[src/rtl/sc_sng_if.sv]
// Handshake and data bundle between the SC stream consumer and the stochastic number generator bank.
interface sc_sng_if #(
    parameter int unsigned N        = 16,
    parameter int unsigned CHANNELS = 4,
    parameter int unsigned LEN_W    = N + 1
);
    logic                     start_i;
    logic                     enable_i;
    logic [N-1:0]             seed_i;
    logic [N-1:0]             taps_i;
    logic [LEN_W-1:0]         length_i;
    logic [CHANNELS*N-1:0]    value_i;
    logic [CHANNELS-1:0]      stream_out_o;
    logic                     stream_valid_o;
    logic                     busy_o;
    logic                     done_o;
    logic [N-1:0]             lfsr0_state_o;

    modport master (
        output start_i, enable_i, seed_i, taps_i, length_i, value_i,
        input  stream_out_o, stream_valid_o, busy_o, done_o, lfsr0_state_o
    );

    modport slave (
        input  start_i, enable_i, seed_i, taps_i, length_i, value_i,
        output stream_out_o, stream_valid_o, busy_o, done_o, lfsr0_state_o
    );
endinterface

[src/rtl/sc_sng_bank.sv]
// Multi-channel stochastic number generator: per-channel de Bruijn LFSR compared
// against a binary operand, framed by a start/busy/done handshake with enable stall.
module sc_sng_bank #(
    parameter int unsigned   N            = 16,
    parameter int unsigned   CHANNELS     = 4,
    parameter logic [N-1:0]  DEFAULT_TAPS = N'(16'hB400),
    parameter int unsigned   LEN_W        = N + 1
) (
    input  logic        clk,
    input  logic        rst,
    sc_sng_if.slave     bus
);
    localparam int unsigned ROT = N / CHANNELS;

    typedef enum logic [1:0] {S_IDLE, S_RUN, S_DONE} state_e;

    state_e                         state_q, state_d;
    logic [N-1:0]                   taps_q, taps_d;
    logic [LEN_W-1:0]               len_q, len_d;
    logic [LEN_W-1:0]               cnt_q, cnt_d;
    logic [CHANNELS-1:0][N-1:0]     val_q, val_d;
    logic [CHANNELS-1:0][N-1:0]     lfsr_q, lfsr_d;
    logic [CHANNELS-1:0]            out_q, out_d;
    logic                           valid_q, valid_d;
    logic                           busy_q, busy_d;
    logic                           done_q, done_d;

    logic [CHANNELS-1:0][N-1:0]     lfsr_nxt;
    logic [CHANNELS-1:0][N-1:0]     seed_rot;
    logic [CHANNELS-1:0]            cmp_bits;

    function automatic logic [N-1:0] rotl(input logic [N-1:0] x, input int unsigned k);
        int unsigned kk;
        kk = k % N;
        return (x << kk) | (x >> (N - kk));
    endfunction

    // Per-channel LFSR successor (zero-state inserted after 10..0), seeding and comparator
    always_comb begin
        lfsr_nxt = '0;
        seed_rot = '0;
        cmp_bits = '0;
        for (int unsigned c = 0; c < CHANNELS; c++) begin
            lfsr_nxt[c] = {lfsr_q[c][N-2:0],
                           (^(lfsr_q[c] & taps_q)) ^ (lfsr_q[c][N-2:0] == '0)};
            seed_rot[c] = rotl(bus.seed_i, c * ROT);
            cmp_bits[c] = (lfsr_q[c] < val_q[c]);
        end
    end

    always_comb begin
        state_d = state_q;
        taps_d  = taps_q;
        len_d   = len_q;
        cnt_d   = cnt_q;
        val_d   = val_q;
        lfsr_d  = lfsr_q;
        out_d   = out_q;
        valid_d = 1'b0;
        busy_d  = busy_q;
        done_d  = 1'b0;

        unique case (state_q)
            S_IDLE, S_DONE: begin
                state_d = S_IDLE;
                busy_d  = 1'b0;
                if (bus.start_i) begin
                    taps_d = bus.taps_i;
                    len_d  = bus.length_i;
                    cnt_d  = '0;
                    busy_d = 1'b1;
                    for (int unsigned c = 0; c < CHANNELS; c++) begin
                        val_d[c]  = bus.value_i[c*N +: N];
                        lfsr_d[c] = seed_rot[c];
                    end
                    if (bus.length_i == '0) begin
                        state_d = S_DONE;
                        done_d  = 1'b1;
                    end else begin
                        state_d = S_RUN;
                    end
                end
            end
            S_RUN: begin
                // Final bit registers on the same edge that enters DONE
                if (bus.enable_i) begin
                    out_d   = cmp_bits;
                    valid_d = 1'b1;
                    lfsr_d  = lfsr_nxt;
                    cnt_d   = cnt_q + LEN_W'(1);
                    if (cnt_q == len_q - LEN_W'(1)) begin
                        state_d = S_DONE;
                        done_d  = 1'b1;
                    end
                end
            end
            default: begin
                state_d = S_IDLE;
                busy_d  = 1'b0;
            end
        endcase
    end

    always_ff @(posedge clk) begin
        if (rst) begin
            state_q <= S_IDLE;
            taps_q  <= DEFAULT_TAPS;
            len_q   <= '0;
            cnt_q   <= '0;
            val_q   <= '0;
            lfsr_q  <= '0;
            out_q   <= '0;
            valid_q <= 1'b0;
            busy_q  <= 1'b0;
            done_q  <= 1'b0;
        end else begin
            state_q <= state_d;
            taps_q  <= taps_d;
            len_q   <= len_d;
            cnt_q   <= cnt_d;
            val_q   <= val_d;
            lfsr_q  <= lfsr_d;
            out_q   <= out_d;
            valid_q <= valid_d;
            busy_q  <= busy_d;
            done_q  <= done_d;
        end
    end

    assign bus.stream_out_o   = out_q;
    assign bus.stream_valid_o = valid_q;
    assign bus.busy_o         = busy_q;
    assign bus.done_o         = done_q;
    assign bus.lfsr0_state_o  = lfsr_q[0];

endmodule

[src/flat_wrapper.sv]
// flat-port wrapper written by rule: the top's interface ports become plain ports
module sc_sng_bank_flat 
#(
    parameter int unsigned   N            = 16,
    parameter int unsigned   CHANNELS     = 4,
    parameter logic [N-1:0]  DEFAULT_TAPS = N'(16'hB400),
    parameter int unsigned   LEN_W        = N + 1
)
  (clk, rst, bus_start_i, bus_enable_i, bus_seed_i, bus_taps_i, bus_length_i, bus_value_i, bus_stream_out_o, bus_stream_valid_o, bus_busy_o, bus_done_o, bus_lfsr0_state_o);
  sc_sng_if #(.N(N), .CHANNELS(CHANNELS), .LEN_W(LEN_W)) bus_i ();
  input  logic clk;
  input  logic rst;
  input wire logic [$bits(bus_i.start_i)-1:0] bus_start_i;
  input wire logic [$bits(bus_i.enable_i)-1:0] bus_enable_i;
  input wire logic [$bits(bus_i.seed_i)-1:0] bus_seed_i;
  input wire logic [$bits(bus_i.taps_i)-1:0] bus_taps_i;
  input wire logic [$bits(bus_i.length_i)-1:0] bus_length_i;
  input wire logic [$bits(bus_i.value_i)-1:0] bus_value_i;
  output wire logic [$bits(bus_i.stream_out_o)-1:0] bus_stream_out_o;
  output wire logic [$bits(bus_i.stream_valid_o)-1:0] bus_stream_valid_o;
  output wire logic [$bits(bus_i.busy_o)-1:0] bus_busy_o;
  output wire logic [$bits(bus_i.done_o)-1:0] bus_done_o;
  output wire logic [$bits(bus_i.lfsr0_state_o)-1:0] bus_lfsr0_state_o;
  assign bus_i.start_i = bus_start_i;
  assign bus_i.enable_i = bus_enable_i;
  assign bus_i.seed_i = bus_seed_i;
  assign bus_i.taps_i = bus_taps_i;
  assign bus_i.length_i = bus_length_i;
  assign bus_i.value_i = bus_value_i;
  assign bus_stream_out_o = bus_i.stream_out_o;
  assign bus_stream_valid_o = bus_i.stream_valid_o;
  assign bus_busy_o = bus_i.busy_o;
  assign bus_done_o = bus_i.done_o;
  assign bus_lfsr0_state_o = bus_i.lfsr0_state_o;
  sc_sng_bank #(.N(N), .CHANNELS(CHANNELS), .DEFAULT_TAPS(DEFAULT_TAPS), .LEN_W(LEN_W)) u_core (.clk(clk), .rst(rst), .bus(bus_i));
endmodule
[config.mk]
export PLATFORM = sky130hd
export DESIGN_NAME = sc_sng_bank_flat
export DESIGN_NICKNAME = d
export VERILOG_FILES = /design/src/rtl/sc_sng_if.sv /design/src/rtl/sc_sng_bank.sv /design/src/flat_wrapper.sv
export SDC_FILE = /design/constraint.sdc
export NUM_CORES = 1
export LEC_CHECK = 0
export BUFFER_PORTS_ARGS = -buffer_cell sky130_fd_sc_hd__buf_2
export CORE_MARGIN = 4
export CORE_UTILIZATION = 55
export CTS_CLUSTER_SIZE = 40
export DETAILED_ROUTE_END_ITERATION = 12
export GPL_TIMING_DRIVEN = 0
export PLACE_DENSITY_LB_ADDON = 0.1
export SLEW_MARGIN = 30
export SYNTH_ARGS = -nofsm -noshare
export SYNTH_HDL_FRONTEND = slang
export SYNTH_SLANG_ARGS = --single-unit
[constraint.sdc]
create_clock -name clk -period 2.7 [get_ports clk]
set_input_delay 0.27 -clock clk [delete_from_list [all_inputs] [get_ports clk]]
set_output_delay 0.27 -clock clk [all_outputs]
set_load 0.005 [all_outputs]
==> results.cfg <==
[logic_synthesis]
synth_seq_cells = 187
avgSynthCellArea_sq_um = 7.779
synth_flop_cell = dfxtp_1
netlist_area_sq_um = 10030
syn-num-nets = 1469
yosysWarnings = 0
synth_enable_flop_cells = 0
ys_seq_area_share_pct = 37.31
synthArstFlopShare_pct = 0
ys_types = 53
synth_cells = 1290

[drt]
detail_route.wl_per_cell_um = 17.81
drtIter0Drc = 949
vias = 9650
drc = 0
wirelength_um = 30070
drt_pass1_iterations = 5
postRouteAntennaNets = 0
vias_per_cell = 5.717

[power_and_ir_drop]
pwr_density_cell_nw_per_um2 = 655.2
p_comb_share_pct = 22.8
ir_drop_uv = 497.4
power_frac_seq_pct = 43.6
leakagePower_nw = 4.638
power_switching_mw = 2.393
clkPwrFrac_pct = 33.7
swShare_pct = 31.39
intPower_mw = 5.230

[min_path]
min_path_type = in2reg
holdPathStages = 3

[clock_tree]
clk_pin_slew_worst_paths_ns = 0.07
cts_made_buffers = 17
cts_buffer_depth = 2
post-cts-setup-buffers = 0
cts_max_level = 4
cts_root_buffer = clkbuf_16
cts_tree = yes
cts_sinks = 187
cts_hold_buf = 0
worstSkewPairLatency_ns = 0.44

[floorplanning]
core_area_sq_um = 17960
num_io_pins = 140
die-height_um = 143.1
start_util_pct = 55.86
die_area_sq_um = 20470
placementRows = 49
fp.dieW_um = 143.1

[cells_and_area]
final_area_sq_um = 11630
nFillCells = 1671
seq_area_sq_um = 3744
multiInputGateArea_sq_um = 5690
fin_cells = 1688
synthToLayoutAreaGrowth_pct = 15.95
fin_nets = 1626
drive_gt1_share_pct = 13.30
final_cell_mix = 277 x nand2_1, 187 x dfxtp_1, 138 x buf_2
layout_commonest_cell = nand2_1
num_antenna_cells = 0

[placement]
dp_hpwl_um = 22500
placed_area_sq_um = 11010
place_inst = 1657
portBuffers = 138
place_ws_ns = -0.2559
gp_congestion = 0.9372

[worst_setup_path]
critPathBufInv = 0
worst-setup-path-type = reg2reg
cp_max_fo = 7
cp.required_ns = 3.00
crit_family = simple AND/OR/NAND/NOR gates
crit_path_end_kind = flop
slowest_delay_ns = 0.60
r2r_cells = 6
critPathLaunchType = flop
cp.depth = 6
slowest_stage = or4_4
arrival_ns = 2.80
crit_chain = or4_4, or3_1, a211oi_2, nand4_1, a2111oi_4, o32ai_1

[sta]
tns_ns = 0
fin_ws_ns = 0.1951
fin_worst_skew_ns = 0.006741
rsz0062_at_grt = no
fin_crit_ns = 2.505
drv_slew = 0
setup_viol = 0
maxSlewHeadroom_pct = 34.58
hold_violations = 0
fin_crit_sh_pct = 92.77
fmax_mhz = 399.2
tightest_slew_ns = 0.9813

[global_route]
grt_max_degree = 17
antenna_found_initial = 0
grt-ovfl-total = 0
grt_pass1_wl_um = 47310
grt_pass1_vias = 8905
grt_util_all_layers_pct = 29.63

[outcome]
outcome = complete, no violations

[flow_run]
drv_cap = 0
tightest hold or removal path: stages:
cell and delay [ns]:
buf_2 0.07, nand2_1 0.04, nand3_1 0.06
worst paths after layout:
kind	slack, ns	from	endpoint
setup reg to reg	0.20	u_core.len_q[0]	u_core.state_q[0]
setup / recovery	0.20	u_core.len_q[0]	u_core.state_q[0]
hold / removal	0.03	bus_taps_i[10]	u_core.taps_q[10]
hold reg to reg	0.45	u_core.val_q[11]	u_core.val_q[11]
cells in the mapped netlist (2+ instances only):
cell / instances / share of area (%)
and3_1: 4 / 0.25
a32o_1: 2 / 0.20
dfxtp_1: 187 / 37
buf_1: 8 / 0.30
or3_1: 2 / 0.12
nand3_1: 17 / 0.85
nor2_1: 90 / 3.4
or4_4: 2 / 0.22
a21o_1: 14 / 1.0
and4_1: 7 / 0.61
inv_1: 65 / 2.4
a2111oi_2: 2 / 0.30
ha_1: 62 / 7.7
nand2_1: 277 / 10
o21ai_0: 21 / 1.0
a41oi_1: 5 / 0.44
nand2b_1: 6 / 0.37
a31oi_1: 7 / 0.44
xor2_1: 37 / 3.2
a2111oi_0: 3 / 0.26
and3b_1: 2 / 0.17
nor2b_1: 24 / 1.5
nor3_1: 67 / 3.3
xnor2_1: 48 / 4.2
nor4_1: 21 / 1.3
xnor3_1: 4 / 0.90
nor4b_1: 4 / 0.35
a211oi_1: 63 / 4.7
nand4_1: 19 / 1.2
clkbuf_1: 59 / 2.2
a21oi_1: 124 / 6.2
buf_4: 16 / 1.2
power groups by stage:
| stage | clock network, mW | logic, mW | registers, mW |
|---|---|---|---|
| finish | 2.57 | 1.74 | 3.32 |
| global route | 2.69 | 1.96 | 3.34 |
| CTS | 2.59 | 1.72 | 3.31 |
| detailed placement | 0 | 1.70 | 3.37 |
| global placement | 0 | 1.66 | 3.36 |
| floorplan | 0 | 1.26 | 3.23 |
metrics by stage:
stage | total power [mW] | hold slack [ns] | utilization [%]
floorplan | 4.486 | 0.3942 | -
global placement | 5.028 | 0.4436 | 61.30
detailed placement | 5.067 | 0.4467 | 61.30
CTS | 7.622 | 0.02425 | 64.72
global route | 7.994 | 0.03316 | 64.77
finish | 7.623 | 0.03142 | 64.77
registers in the layout (all words and copies together), names as in the netlist:
| signal | flops |
|---|---|
| u_core.bus.stream_out_o | 4 |
| u_core.bus.done_o | 1 |
| u_core.cnt_q | 17 |
| u_core.val_q | 64 |
| u_core.taps_q | 16 |
| u_core.lfsr_q | 3 |
| u_core.state_q | 2 |
| u_core.bus.lfsr0_state_o | 16 |
| u_core.bus.stream_valid_o | 1 |
| u_core.lfsr_nxt | 45 |
| u_core.bus.busy_o | 1 |
| u_core.len_q | 17 |
kinds of logic (layout without fill, tap and decap cells):
group	count (synthesis)	after routing	synth area share (%)
AO/OA/AOI/OAI	255	255	15.89
XOR/XNOR	89	89	8.317
adder cells (fa/ha/maj)	62	62	7.731
flip-flops	187	187	37.31
AND/OR/NAND/NOR	548	548	24.51
buffers and inverters	149	318	6.247
timing repair:
item	CTS	global route
pin swaps	0	1
resized for setup	2	2
gates cloned	0	0
setup endpoints to repair	3	3
routing by layer:
metal	wire length, um	up-vias	track usage, %
met4	1538	0	14.71
met3	2847	98	6.564
met5	0	-	0
met1	12650	4390	39.27
li1	-	4739	-
met2	13030	423	45.65
final cells by class:
class / instances / area share (%)
plain buffers: 84 / 3.291
clock buffers: 23 / 4.194
clock inverters: 8 / 0.9356
inverters: 65 / 2.097
multi-input cells: 954 / 48.91
flip-flops and latches: 187 / 32.18
well taps: 229 / 2.463
repair buffers: 138 / 5.936
(Power assumes the default switching activity.)
